`src/rtl/seq_detect_ctrl_pkg.sv`:
```
// Shared definitions for the sequence detector: state encodings ({y2,y1}),
// LED bit positions and default timing constants.
package seq_detect_ctrl_pkg;

    typedef enum logic [1:0] {
        S_IDLE   = 2'b00,
        S_WAIT00 = 2'b01,
        S_GOT10  = 2'b10,
        S_DET    = 2'b11
    } state_t;

    localparam int LED_Y2      = 0;
    localparam int LED_Y1      = 1;
    localparam int LED_MODE    = 2;
    localparam int LED_Z       = 7;
    localparam int LED_CNT_LSB = 8;

    localparam int DEBOUNCE_CYCLES_DEF = 1000000;
    localparam int AUTO_PERIOD_DEF     = 100000000;

endpackage

```
`src/rtl/seq_debounce.sv`:
```
// Two-flop synchronizer plus optional stability filter (enabled by SEQ_DEBOUNCE_EN).
// Without the macro the filtered output is the synchronized value, forced low in reset.
module seq_debounce
    import seq_detect_ctrl_pkg::*;
#(
    parameter int DEBOUNCE_CYCLES = DEBOUNCE_CYCLES_DEF,
    parameter int CNT_W           = $clog2(DEBOUNCE_CYCLES + 1)
) (
    input  logic clk,
    input  logic rst_n,
    input  logic din,
    output logic sync_out,
    output logic filt_out
);

    logic meta_r;
    logic sync_r;

    if ((DEBOUNCE_CYCLES < 1) || (CNT_W < $clog2(DEBOUNCE_CYCLES + 1))) begin : g_cfg_check
        $error("seq_debounce: DEBOUNCE_CYCLES must be >= 1 and fit in CNT_W bits");
    end

    // Synchronizer flops are left unreset so the input stays visible during reset
    always_ff @(posedge clk) begin
        meta_r <= din;
        sync_r <= meta_r;
    end

    assign sync_out = sync_r;

`ifdef SEQ_DEBOUNCE_EN
    logic [CNT_W-1:0] cnt_r;
    logic             filt_r;

    // Filtered level flips only after DEBOUNCE_CYCLES consecutive differing samples
    always_ff @(posedge clk) begin
        if (!rst_n) begin
            cnt_r  <= '0;
            filt_r <= 1'b0;
        end else if (sync_r == filt_r) begin
            cnt_r <= '0;
        end else if (cnt_r == CNT_W'(DEBOUNCE_CYCLES - 1)) begin
            cnt_r  <= '0;
            filt_r <= sync_r;
        end else begin
            cnt_r <= cnt_r + CNT_W'(1);
        end
    end

    assign filt_out = filt_r;
`else
    assign filt_out = sync_r & rst_n;
`endif

endmodule

```
`src/rtl/seq_detect_ctrl.sv`:
```
// Sequence detector controller: step/auto advance, {y2,y1} FSM, Moore z and detect count.
// Define SEQ_DEBOUNCE_EN to debounce btn_step and the mode switch.
module seq_detect_ctrl
    import seq_detect_ctrl_pkg::*;
#(
    parameter int DEBOUNCE_CYCLES = DEBOUNCE_CYCLES_DEF,
    parameter int AUTO_PERIOD     = AUTO_PERIOD_DEF
) (
    input  logic        clk,
    input  logic        rst_n,
    input  logic [7:0]  sw_pin,
    input  logic        btn_step,
    output logic [15:0] led_pin
);

    localparam int TICK_W = $clog2(AUTO_PERIOD + 1);

    logic [1:0]        x_meta_r;
    logic [1:0]        x_sync_r;
    logic              btn_sync_s;
    logic              btn_filt_s;
    logic              mode_sync_s;
    logic              mode_filt_s;
    logic              btn_prev_r;
    logic              btn_armed_r;
    logic [TICK_W-1:0] tick_cnt_r;
    logic              step_s;
    logic              tick_s;
    logic              advance_s;
    state_t            state_r;
    state_t            nxt_s;
    logic [1:0]        y_s;
    logic              z_r;
    logic [7:0]        det_cnt_r;
    logic              unused_sw_s;

    // Switches [5:1] are spare inputs with no function
    assign unused_sw_s = ^sw_pin[5:1];

    function automatic state_t next_state(input state_t cur, input logic [1:0] x);
        state_t nxt;
        case (cur)
            S_IDLE: begin
                case (x)
                    2'b00:   nxt = S_IDLE;
                    2'b10:   nxt = S_GOT10;
                    default: nxt = S_WAIT00;
                endcase
            end
            S_GOT10: begin
                case (x)
                    2'b11:   nxt = S_DET;
                    2'b10:   nxt = S_GOT10;
                    2'b00:   nxt = S_IDLE;
                    default: nxt = S_WAIT00;
                endcase
            end
            S_WAIT00: begin
                case (x)
                    2'b00:   nxt = S_IDLE;
                    default: nxt = S_WAIT00;
                endcase
            end
            S_DET: begin
                case (x)
                    2'b11:   nxt = S_DET;
                    2'b00:   nxt = S_IDLE;
                    default: nxt = S_WAIT00;
                endcase
            end
            default: nxt = S_IDLE;
        endcase
        return nxt;
    endfunction

    // Two-flop synchronizer for the sequence input pair {x2,x1}
    always_ff @(posedge clk) begin
        x_meta_r <= sw_pin[7:6];
        x_sync_r <= x_meta_r;
    end

    seq_debounce #(.DEBOUNCE_CYCLES(DEBOUNCE_CYCLES)) u_btn_deb (
        .clk      (clk),
        .rst_n    (rst_n),
        .din      (btn_step),
        .sync_out (btn_sync_s),
        .filt_out (btn_filt_s)
    );

    seq_debounce #(.DEBOUNCE_CYCLES(DEBOUNCE_CYCLES)) u_mode_deb (
        .clk      (clk),
        .rst_n    (rst_n),
        .din      (sw_pin[0]),
        .sync_out (mode_sync_s),
        .filt_out (mode_filt_s)
    );

    // Edge history; arming requires a released button so a press held through reset is ignored
    always_ff @(posedge clk) begin
        if (!rst_n) begin
            btn_prev_r  <= 1'b0;
            btn_armed_r <= 1'b0;
        end else begin
            btn_prev_r <= btn_filt_s;
            if (!btn_sync_s) begin
                btn_armed_r <= 1'b1;
            end
        end
    end

    assign step_s    = btn_filt_s & ~btn_prev_r & btn_armed_r;
    assign tick_s    = mode_filt_s & (tick_cnt_r == TICK_W'(AUTO_PERIOD - 1));
    assign advance_s = mode_filt_s ? tick_s : step_s;

    // Auto-mode period counter, held at zero whenever step mode is selected
    always_ff @(posedge clk) begin
        if (!rst_n || !mode_filt_s) begin
            tick_cnt_r <= '0;
        end else if (tick_s) begin
            tick_cnt_r <= '0;
        end else begin
            tick_cnt_r <= tick_cnt_r + TICK_W'(1);
        end
    end

    assign nxt_s = next_state(state_r, x_sync_r);

    // Detector FSM with registered z and detect count
    always_ff @(posedge clk) begin
        if (!rst_n) begin
            state_r   <= S_IDLE;
            z_r       <= 1'b0;
            det_cnt_r <= 8'd0;
        end else if (advance_s) begin
            state_r <= nxt_s;
            z_r     <= (nxt_s == S_DET);
            if ((state_r == S_GOT10) && (nxt_s == S_DET)) begin
                det_cnt_r <= det_cnt_r + 8'd1;
            end
        end
    end

    assign y_s = state_r;

    // LED map driven straight from registers
    always_comb begin
        led_pin                       = 16'h0000;
        led_pin[LED_Y2]               = y_s[1];
        led_pin[LED_Y1]               = y_s[0];
        led_pin[LED_MODE]             = mode_sync_s;
        led_pin[LED_Z]                = z_r;
        led_pin[LED_CNT_LSB +: 8]     = det_cnt_r;
    end

endmodule
```
`config.mk`:
```
export PLATFORM = sky130hd
export DESIGN_NAME = seq_detect_ctrl
export DESIGN_NICKNAME = d
export VERILOG_FILES = /design/src/rtl/seq_detect_ctrl_pkg.sv /design/src/rtl/seq_debounce.sv /design/src/rtl/seq_detect_ctrl.sv
export SDC_FILE = /design/constraint.sdc
export NUM_CORES = 1
export LEC_CHECK = 0
export ABC_AREA = 0
export BUFFER_PORTS_ARGS = -buffer_cell sky130_fd_sc_hd__buf_2
export CORE_ASPECT_RATIO = 0.75
export CORE_MARGIN = 1.5
export CORE_UTILIZATION = 51
export DETAILED_ROUTE_END_ITERATION = 10
export PLACE_DENSITY = 0.74
export SLEW_MARGIN = 5
export SYNTH_ARGS = -nofsm -noshare
export SYNTH_HDL_FRONTEND = slang
export SYNTH_HIERARCHICAL = 1
export SYNTH_SLANG_ARGS = --single-unit
```
`constraint.sdc`:
```
create_clock -name clk -period 2.1 [get_ports clk]
set_input_delay 0.21 -clock clk [delete_from_list [all_inputs] [get_ports clk]]
set_output_delay 0.21 -clock clk [all_outputs]
set_load 0.02 [all_outputs]
```
==> results.txt, run 1 <==
- In the routed layout, each cell is associated on average with a via count of 5.28.
* Mean Syn Cell Area: 9.18 um^2
- Startpoint of the tightest hold check path: rst_n
- Critical path data required time: ~2300 ps
- Count of antenna-violating nets left after detailed routing: 0
- Clock transition at path regs: roughly 90 ps
- Diodes inserted: 0
- Min-Delay Path Depth: 2
- Counting flops with a built-in enable in the synthesized netlist gives 0.
- Chip height: 59.0 um
- In this run, the number of DRC markers left after iteration 0 of detailed routing was 147.
- Result of the run: finished, final reports clean
- Number of failing setup endpoints in the final timing report: 0
- The first global-routing pass estimated 7060 um of wire.
- Counting the buffers created by CTS gives 5.
- Total die area: 4580 um^2
* Number of iterations in the first detailed-routing pass: 4
* Fraction of final layout cells with drive strength greater than 1: 0.245
- The via count of the first global-routing pass is 1584.
- The tool flagged a number of max-cap violations equal to 0.
* Async set-reset flop share out of synthesis: 0
- After legalization and detailed placement, the total HPWL measured 2890 um.
- The clock reaches the later pin of the worst-skew pair after approximately 300 ps.
- In the global route stage, overall resource usage came out at 0.199.
* H-tree levels: 2
- Entering global routing, the biggest net connects 24 pins.
* FMAX: 488 MHz
* Post-route cell area: 2630 um^2
* Core ar.: 4030 um^2
- After synthesis the netlist holds a flip-flop and latch count of 48.
- The initial antenna violation count came to 0.
* Yosys top cell area share: 0.451
- Of the available clock period, the critical path in the final layout requires 0.975.
- Power Dens Cells: 636 nW/um^2
- STA classifies the critical path endpoint as a flip-flop.
- Clock tree skew after final layout: 5.47 ps
- Post-layout net count: 289
- Final wirelength: roughly 4300 um
* Share of synthesized area occupied by flip-flops and latches: 0.451
- Total standard cell area after synthesis: 2130 um^2
- After detailed routing, the number of remaining DRC violations is 0.
- Routability-driven placement congestion ratio: around 0.8
- Share of the core filled with cells in the final layout: 0.652
- Of all nets on the critical path, the largest fanout is 5.
- RSZ-0062 raised after global routing: yes
- The hold violation count in the final report came to 0.
- For the worst setup path, the data arrival time is approximately 2300 ps.
* Critical setup path kind: flip-flop to flip-flop
- Routed wire per std cell: 12.8 um
- Once layout is complete, the cells apart from fillers number 332.
- CTS tree: built
- Endpoint of the lowest-slack register-to-register path: det_cnt_r[7]$_SDFFE_PN0P_
- The routed layout has 1752 vias.
- Counting every instance in the synthesized netlist gives 232.
- Endpoint, Worst Hold: btn_prev_r$_SDFF_PN0_
* Standard cell area after detailed placement: about 2400 um^2
* Most used flip-flop cell after synthesis: sky130_fd_sc_hd__dfxtp_1
* Row Count: 20
- Final total negative setup slack: 0 ps
* Worst reg-to-reg path cell count: 5
- Launch instance of the worst register-to-register path: tick_cnt_r[8]$_SDFF_PP0_
* Peak supply drop: about 0.52 mV
* Startpoint Class: flip-flop
* Cell taking the most area after synthesis: sky130_fd_sc_hd__dfxtp_1
- R2R setup slack: 50 ps
* Root buffer cell: sky130_fd_sc_hd__clkbuf_8
* Total chip power: roughly 1700 uW
- Starting density of the core: 0.529
- Clock net sink count: 48
* Num ports: 27
- The tightest min-delay check is of the primary input to flip-flop type.
- Global route total overflow: 0
- Synth area leaders: sky130_fd_sc_hd__dfxtp_1 (45%), sky130_fd_sc_hd__xor2_1 (4.9%), sky130_fd_sc_hd__nor2_1 (4.6%), sky130_fd_sc_hd__xnor2_1 (4.5%), sky130_fd_sc_hd__nand2_1 (4.1%)
- The floorplan step set the die width to 77.6 um.
- # port buffers: 17
* P&R area growth vs syn: 23.4%
- Warning count from the yosys run: 6
* Post-Place Cells: 318
- Summed over all cells, the static leakage comes to 0.000961 uW.
* Number of different library cells in the post-synthesis netlist: 37
- The longest clock path from root to sink contains 2 buffers.
* Final Max Slew Viols: 0
- The worst path in the final design needs a cycle of 2050 ps, including I/O delays and setup.
[registers in the layout (all words and copies together) (netlist names)]
signal               flops
u_mode_deb/sync_out      1
u_mode_deb/meta_r        1
state_r                  2
btn_armed_r              1
u_btn_deb/meta_r         1
x_sync_r                 2
u_btn_deb/sync_out       1
det_cnt_r                8
tick_cnt_r              27
btn_prev_r               1
z_r                      1
x_meta_r                 2
[layout by cell type, fill, tap and decap left out, types with 2 or more instances in the layout]
cell,netlist,layout
sky130_fd_sc_hd__dfxtp_1,48,43
sky130_fd_sc_hd__nor2_1,26,26
sky130_fd_sc_hd__buf_4,6,23
sky130_fd_sc_hd__nand2_1,23,22
sky130_fd_sc_hd__nand3_1,17,17
sky130_fd_sc_hd__buf_2,2,17
sky130_fd_sc_hd__xor2_1,12,12
sky130_fd_sc_hd__xnor2_1,11,11
sky130_fd_sc_hd__nand4_1,8,8
sky130_fd_sc_hd__nand2b_1,8,8
sky130_fd_sc_hd__mux2i_1,8,8
sky130_fd_sc_hd__and2_1,7,7
sky130_fd_sc_hd__nor3_1,5,5
sky130_fd_sc_hd__and3_1,5,5
sky130_fd_sc_hd__a21oi_1,5,5
sky130_fd_sc_hd__inv_1,5,5
sky130_fd_sc_hd__clkbuf_8,0,5
sky130_fd_sc_hd__o21ai_0,4,4
sky130_fd_sc_hd__conb_1,1,4
sky130_fd_sc_hd__dlygate4sd3_1,0,4
sky130_fd_sc_hd__dfxtp_2,0,4
sky130_fd_sc_hd__nor4_1,5,3
sky130_fd_sc_hd__a2111oi_4,2,3
sky130_fd_sc_hd__and4_4,1,2
sky130_fd_sc_hd__and4_1,3,2
sky130_fd_sc_hd__or3_1,2,2
sky130_fd_sc_hd__or4_4,1,2
sky130_fd_sc_hd__a21boi_0,2,2
[kinds of logic after synthesis]
family,after synthesis,synth area share
compound gates,19,0.0822
xor+xnor,23,0.0945
fa+ha+maj,2,0.0117
buf+inv,17,0.0452
flops,48,0.451
mux,8,0.0376
other cells,1,0.00176
simple gates,114,0.276
[through the flow]
stage | hold slack (ps) | worst slack [ps]
finish | 202 | 51.8
global route | 194 | -50.7
CTS | 191 | -37.1
detailed placement | 313 | -13.7
global placement | 312 | -1.47
floorplan | 238 | 15.7
[per-layer routing]
| metal | vias to the layer above | global-route usage | routed length [um] |
|---|---|---|---|
| met2 | 34 | 0.299 | 1830 |
| li1 | 885 | - | - |
| met1 | 826 | 0.283 | 2210 |
| met3 | 7 | 0.0415 | 160 |
| met5 | - | 0 | 0 |
| met4 | 0 | 0.0779 | 53 |
[power by group]
| group | total (uW) | switching [uW] | internal (uW) |
|---|---|---|---|
| Combinational | 58.8 | 35.3 | 23.5 |
| Sequential | 927 | 6.82 | 920 |
| Clock | 685 | 326 | 359 |
[area by class of cell]
class                   count  area, um^2
flip-flops and latches     48         970
repair buffers             45         318
inverters                   5        18.8
clock buffers               5        68.8
multi-input cells         171        1140
well taps                  55        68.8
fillers                   339        1400
clock inverters             3        46.3
[cells in the mapped netlist (all sizes together) (2+ instances only)]
cell type and number:
nand2 23, nand4 8, xor2 12, buf 9
nand2b 8, a21boi 2, a2111oi 4, nand3 18
and4 4, nor4 5, a21oi 5, and3 5
mux2i 8, inv 5, ha 2, nor2 26
and2 7, a211oi 2, dfxtp 48, o21ai 4
nor3 5, clkbuf 3, xnor2 11, or3 2
[repair_timing]
item                                   CTS  global route
cloned                                   0             1
hold buffers                             4             0
setup endpoints to repair                9            32
pin swaps                                1             7
setup buffers                            0             1
endpoints found under the hold margin    4             0
gates resized for setup                  1            14
[critical path, cell delays in order, from the launching register on]
cell and delay, ps:
sky130_fd_sc_hd__dfxtp_2 350, sky130_fd_sc_hd__nor4_4 290, sky130_fd_sc_hd__nand4_1 200, sky130_fd_sc_hd__or4_4 530, sky130_fd_sc_hd__a2111oi_4 400, sky130_fd_sc_hd__mux2i_1 220
[worst max-delay path by stage]
stage,startpoint,to,slack [ps],cells after the start
detailed placement,tick_cnt_r[1]$_SDFF_PP0_,state_r[1]$_SDFFE_PN0P_,-10,6
finish,tick_cnt_r[8]$_SDFF_PP0_,det_cnt_r[7]$_SDFFE_PN0P_,50,5
global placement,tick_cnt_r[0]$_SDFF_PP0_,det_cnt_r[3]$_SDFFE_PN0P_,-1,6
global route,tick_cnt_r[8]$_SDFF_PP0_,det_cnt_r[7]$_SDFFE_PN0P_,-50,5
CTS,tick_cnt_r[1]$_SDFF_PP0_,det_cnt_r[3]$_SDFFE_PN0P_,-40,6
floorplan,tick_cnt_r[0]$_SDFF_PP0_,det_cnt_r[5]$_SDFFE_PN0P_,20,7
Note: power is estimated with default switching activity, not from simulation.
==> inputs of run 2 (changes only) <==
--- a/config.mk
+++ b/config.mk
@@ -7,11 +7,13 @@
 export LEC_CHECK = 0
 export ABC_AREA = 0
 export BUFFER_PORTS_ARGS = -buffer_cell sky130_fd_sc_hd__buf_2
+export CELL_PAD_IN_SITES_DETAIL_PLACEMENT = 1
+export CELL_PAD_IN_SITES_GLOBAL_PLACEMENT = 2
 export CORE_ASPECT_RATIO = 0.75
 export CORE_MARGIN = 1.5
-export CORE_UTILIZATION = 51
+export CORE_UTILIZATION = 32
 export DETAILED_ROUTE_END_ITERATION = 10
-export PLACE_DENSITY = 0.74
+export PLACE_DENSITY_LB_ADDON = 0.1
 export SLEW_MARGIN = 5
 export SYNTH_ARGS = -nofsm -noshare
 export SYNTH_HDL_FRONTEND = slang
==> run 2 against run 1 <==
  * Critical path depth stayed put
  * Register-to-register slack hardly changed
  * Clock skew hardly changed
  * Final area is 2.3% higher
  * Critical path type unchanged
  * Critical endpoint unchanged
==> results.txt, run 2 (synthesis results as in run 1) <==
- Result of the run: finished, final reports clean
- Worst hold path class: primary input to flip-flop
* Violation count after the first detailed-routing iteration: 77 (-48%)
- The antenna cell count was 0 (unchanged).
* Final Max Slew Viols: 0 (unchanged)
- The area of placed instances is 2480 um^2 (+3.1%).
- The cell area power density is 583 nW/um^2 (-8.3%).
- Filler cell count in the final layout: 757 (+120%)
- Leading cell type in the layout, fill and taps excluded: sky130_fd_sc_hd__dfxtp_1
- The final hold slack came to 187 ps (-15.5 ps).
- Global router's overall resource usage: 0.150 (-0.0497)
* List of cells traversed by the critical path: nor4_2, nand4_1, or4_4, a2111oi_4, mux2i_1
* RSZ-0062 raised after global routing: yes
- The initial antenna violation count was 0 (unchanged).
- Static leakage: 0.000973 uW (+1.2%)
- The worst slack at placement is -57.9 ps (-44.2 ps).
- CTS buffer count: 5 (unchanged)
* Number of flip-flops in the largest register: 27 (unchanged)
- The delay contributed by the slowest stage of the critical path is 600 ps (+70 ps).
- FMAX: 490 MHz (+0.33%)
- Clock tree skew after final layout: 4.98 ps (-0.489 ps)
- The die extent in x came to 97.2 um (+25%).
- Biggest register: tick_cnt_r
* # port buffers: 17 (unchanged)
- Wire length of the first global-routing pass: 8310 um (+18%)
- Starting density of the core: 0.334 (-0.195)
- The final standard cell utilization of the core is 0.421 (-0.231).
* Seq pwr share: 0.592 (+0.037)
- Crit Path Max Fanout: 5 (unchanged)
- Number of buffers between clock root and the deepest sink: 2 (unchanged)
- P&R area growth vs syn: 26.2%
- The final instance area came to 2690 um^2 (+2.3%).
- The clock slew seen by the registers of the worst setup and hold paths was 90 ps (about the same).
- Final total negative setup slack: 0 ps (unchanged)
* Registers with the highest flip-flop counts: tick_cnt_r (27), det_cnt_r (8)
- Worst Setup Slack, final: 58.6 ps (+6.80 ps)
- Core ar.: 6380 um^2 (+58%)
* Data arrival time of the critical path: 2280 ps (about the same)
- The area of the die was 7160 um^2 (+56%).
- The number of vias after detailed routing was 1737 (-0.86%).
- Routability-driven placement congestion ratio: 0.711 (-11%)
- The fraction of the cycle the final worst path needs was 0.972 (-0.00324).
- The buffer and inverter count on the worst path came to 0 (unchanged).
* Chip height: 73.7 um (+25%)
- Hold violation total from the final report: 0 (unchanged)
- Crit path max-delay cell type: sky130_fd_sc_hd__or4_4
- Fraction of final layout cells with drive strength greater than 1: 0.249 (+0.00362)
- Post-layout net count: 293 (+1.4%)
* Share of power burned in the clock network: 0.367 (-0.043)
- The number of max-cap violations was 0 (unchanged).
- Combinational fraction of design power: 0.040 (+0.005)
- H-tree levels: 2 (unchanged)
- Startpoint Class: flip-flop
- Number of iterations in the first detailed-routing pass: 4 (unchanged)
- The clock latency at the later pin of the worst-skew pair was 310 ps (about the same).
- The number of I/O pins was 27 (unchanged).
* Number of remaining DRC errors: 0 (unchanged)
- Number of failing setup endpoints in the final timing report: 0 (unchanged)
- The total wirelength of the detailed-routed design came to 4950 um (+16%).
* Routed wire per std cell: 13.7 um (+6.7%)
- TritonCTS built the clock tree.
* Clock net sink count: 48 (unchanged)
- Switching Power: 383 uW (+4.1%)
* Critical setup path kind: flip-flop to flip-flop
- The post-detailed-route count of antenna-violating nets is 0 (unchanged).
- The leftover overflow at the end of global routing was 0 (unchanged).
* Largest net degree at the start of global routing: 21 (-13%)
- Largest delay contributor family on the critical path: simple AND/OR/NAND/NOR gates
* Row Count: 25 (+25%)
- The proportion of total power due to net switching came to 0.245 (+0.0242).
* Detail-routed via count per cell: 4.80 (-9.1%)
- In the layout the commonest cells are sky130_fd_sc_hd__dfxtp_1 (46), sky130_fd_sc_hd__nor2_1 (26), sky130_fd_sc_hd__buf_4 (26), sky130_fd_sc_hd__nand2_1 (23), sky130_fd_sc_hd__buf_2 (17).
- Critical path data required time: 2340 ps (about the same)
- Root buffer cell: sky130_fd_sc_hd__clkbuf_8
- Peak supply drop: 0.411 mV (-21%)
- Via count of the first global-routing pass: 1662 (+4.9%)
- Min Tclk post-route: 2040 ps (-6.80 ps)
- Nature of the critical path endpoint: flip-flop
* DPL Wire Length: 3590 um (+24%)
* Cell-internal power: 1180 uW (-9.1%)
run 2: changes by cell type in the layout (fill, tap and decap cells not counted), moves of 2 or more:
cell / delta
sky130_fd_sc_hd__buf_4: +3
sky130_fd_sc_hd__dfxtp_1: +3
sky130_fd_sc_hd__dfxtp_2: -2
sky130_fd_sc_hd__a21oi_1: -2
sky130_fd_sc_hd__a21oi_2: +2
run 2: area by class of cell:
class | count | area [um^2] | share of cell area
timing repair buffer | 49 | 360 | 0.134
sequential | 48 | 963 | 0.358
clock buffer | 5 | 68.8 | 0.0256
clock inverter | 3 | 23.8 | 0.00884
tap | 81 | 101 | 0.0377
inverter | 5 | 18.8 | 0.00698
multi-input combinational | 171 | 1150 | 0.429
run 2: worst paths after layout:
kind                        startpoint  slack [ps]  cells after the start                     endpoint
max          tick_cnt_r[12]$_SDFF_PP0_          60                      5    det_cnt_r[7]$_SDFFE_PN0P_
min                              rst_n         190                      2     btn_armed_r$_SDFFE_PN0N_
max reg2reg  tick_cnt_r[12]$_SDFF_PP0_          60                      5    det_cnt_r[7]$_SDFFE_PN0P_
min reg2reg  u_mode_deb/meta_r$_DFF_P_         330                      0  u_mode_deb/sync_out$_DFF_P_
run 2: what timing repair did:
| item | CTS | global route |
|---|---|---|
| hold buffers | 4 | 0 |
| pin swaps | 2 | 2 |
| cloned | 1 | 0 |
| resized for setup | 4 | 9 |
| hold endpoints to repair | 4 | 0 |
| buffers inserted | 1 | 0 |
| setup endpoints to repair | 4 | 36 |
run 2: metrics by stage:
| step | std cells | total power (uW) |
|---|---|---|
| after floorplan | 235 | 986 |
| after global placement | 348 | 1010 |
| after detailed placement | 348 | 1010 |
| after CTS | 362 | 1590 |
| after global routing | 362 | 1640 |
| final | 362 | 1570 |
run 2: power groups by stage:
stage	Clock, uW	Combinational [uW]	Sequential [uW]
after floorplan	0	37.6	949
after global placement	0	56.1	950
after detailed placement	0	56.6	950
after CTS	599	62.5	929
after global routing	642	68.9	931
final	576	63.2	929
run 2: routing by layer:
layer,up-vias,global-route usage,wire (um)
li1,890,-,-
met1,822,0.224,2890
met2,18,0.207,1850
met3,7,0.0371,141
met4,0,0.0524,68
met5,-,0,0
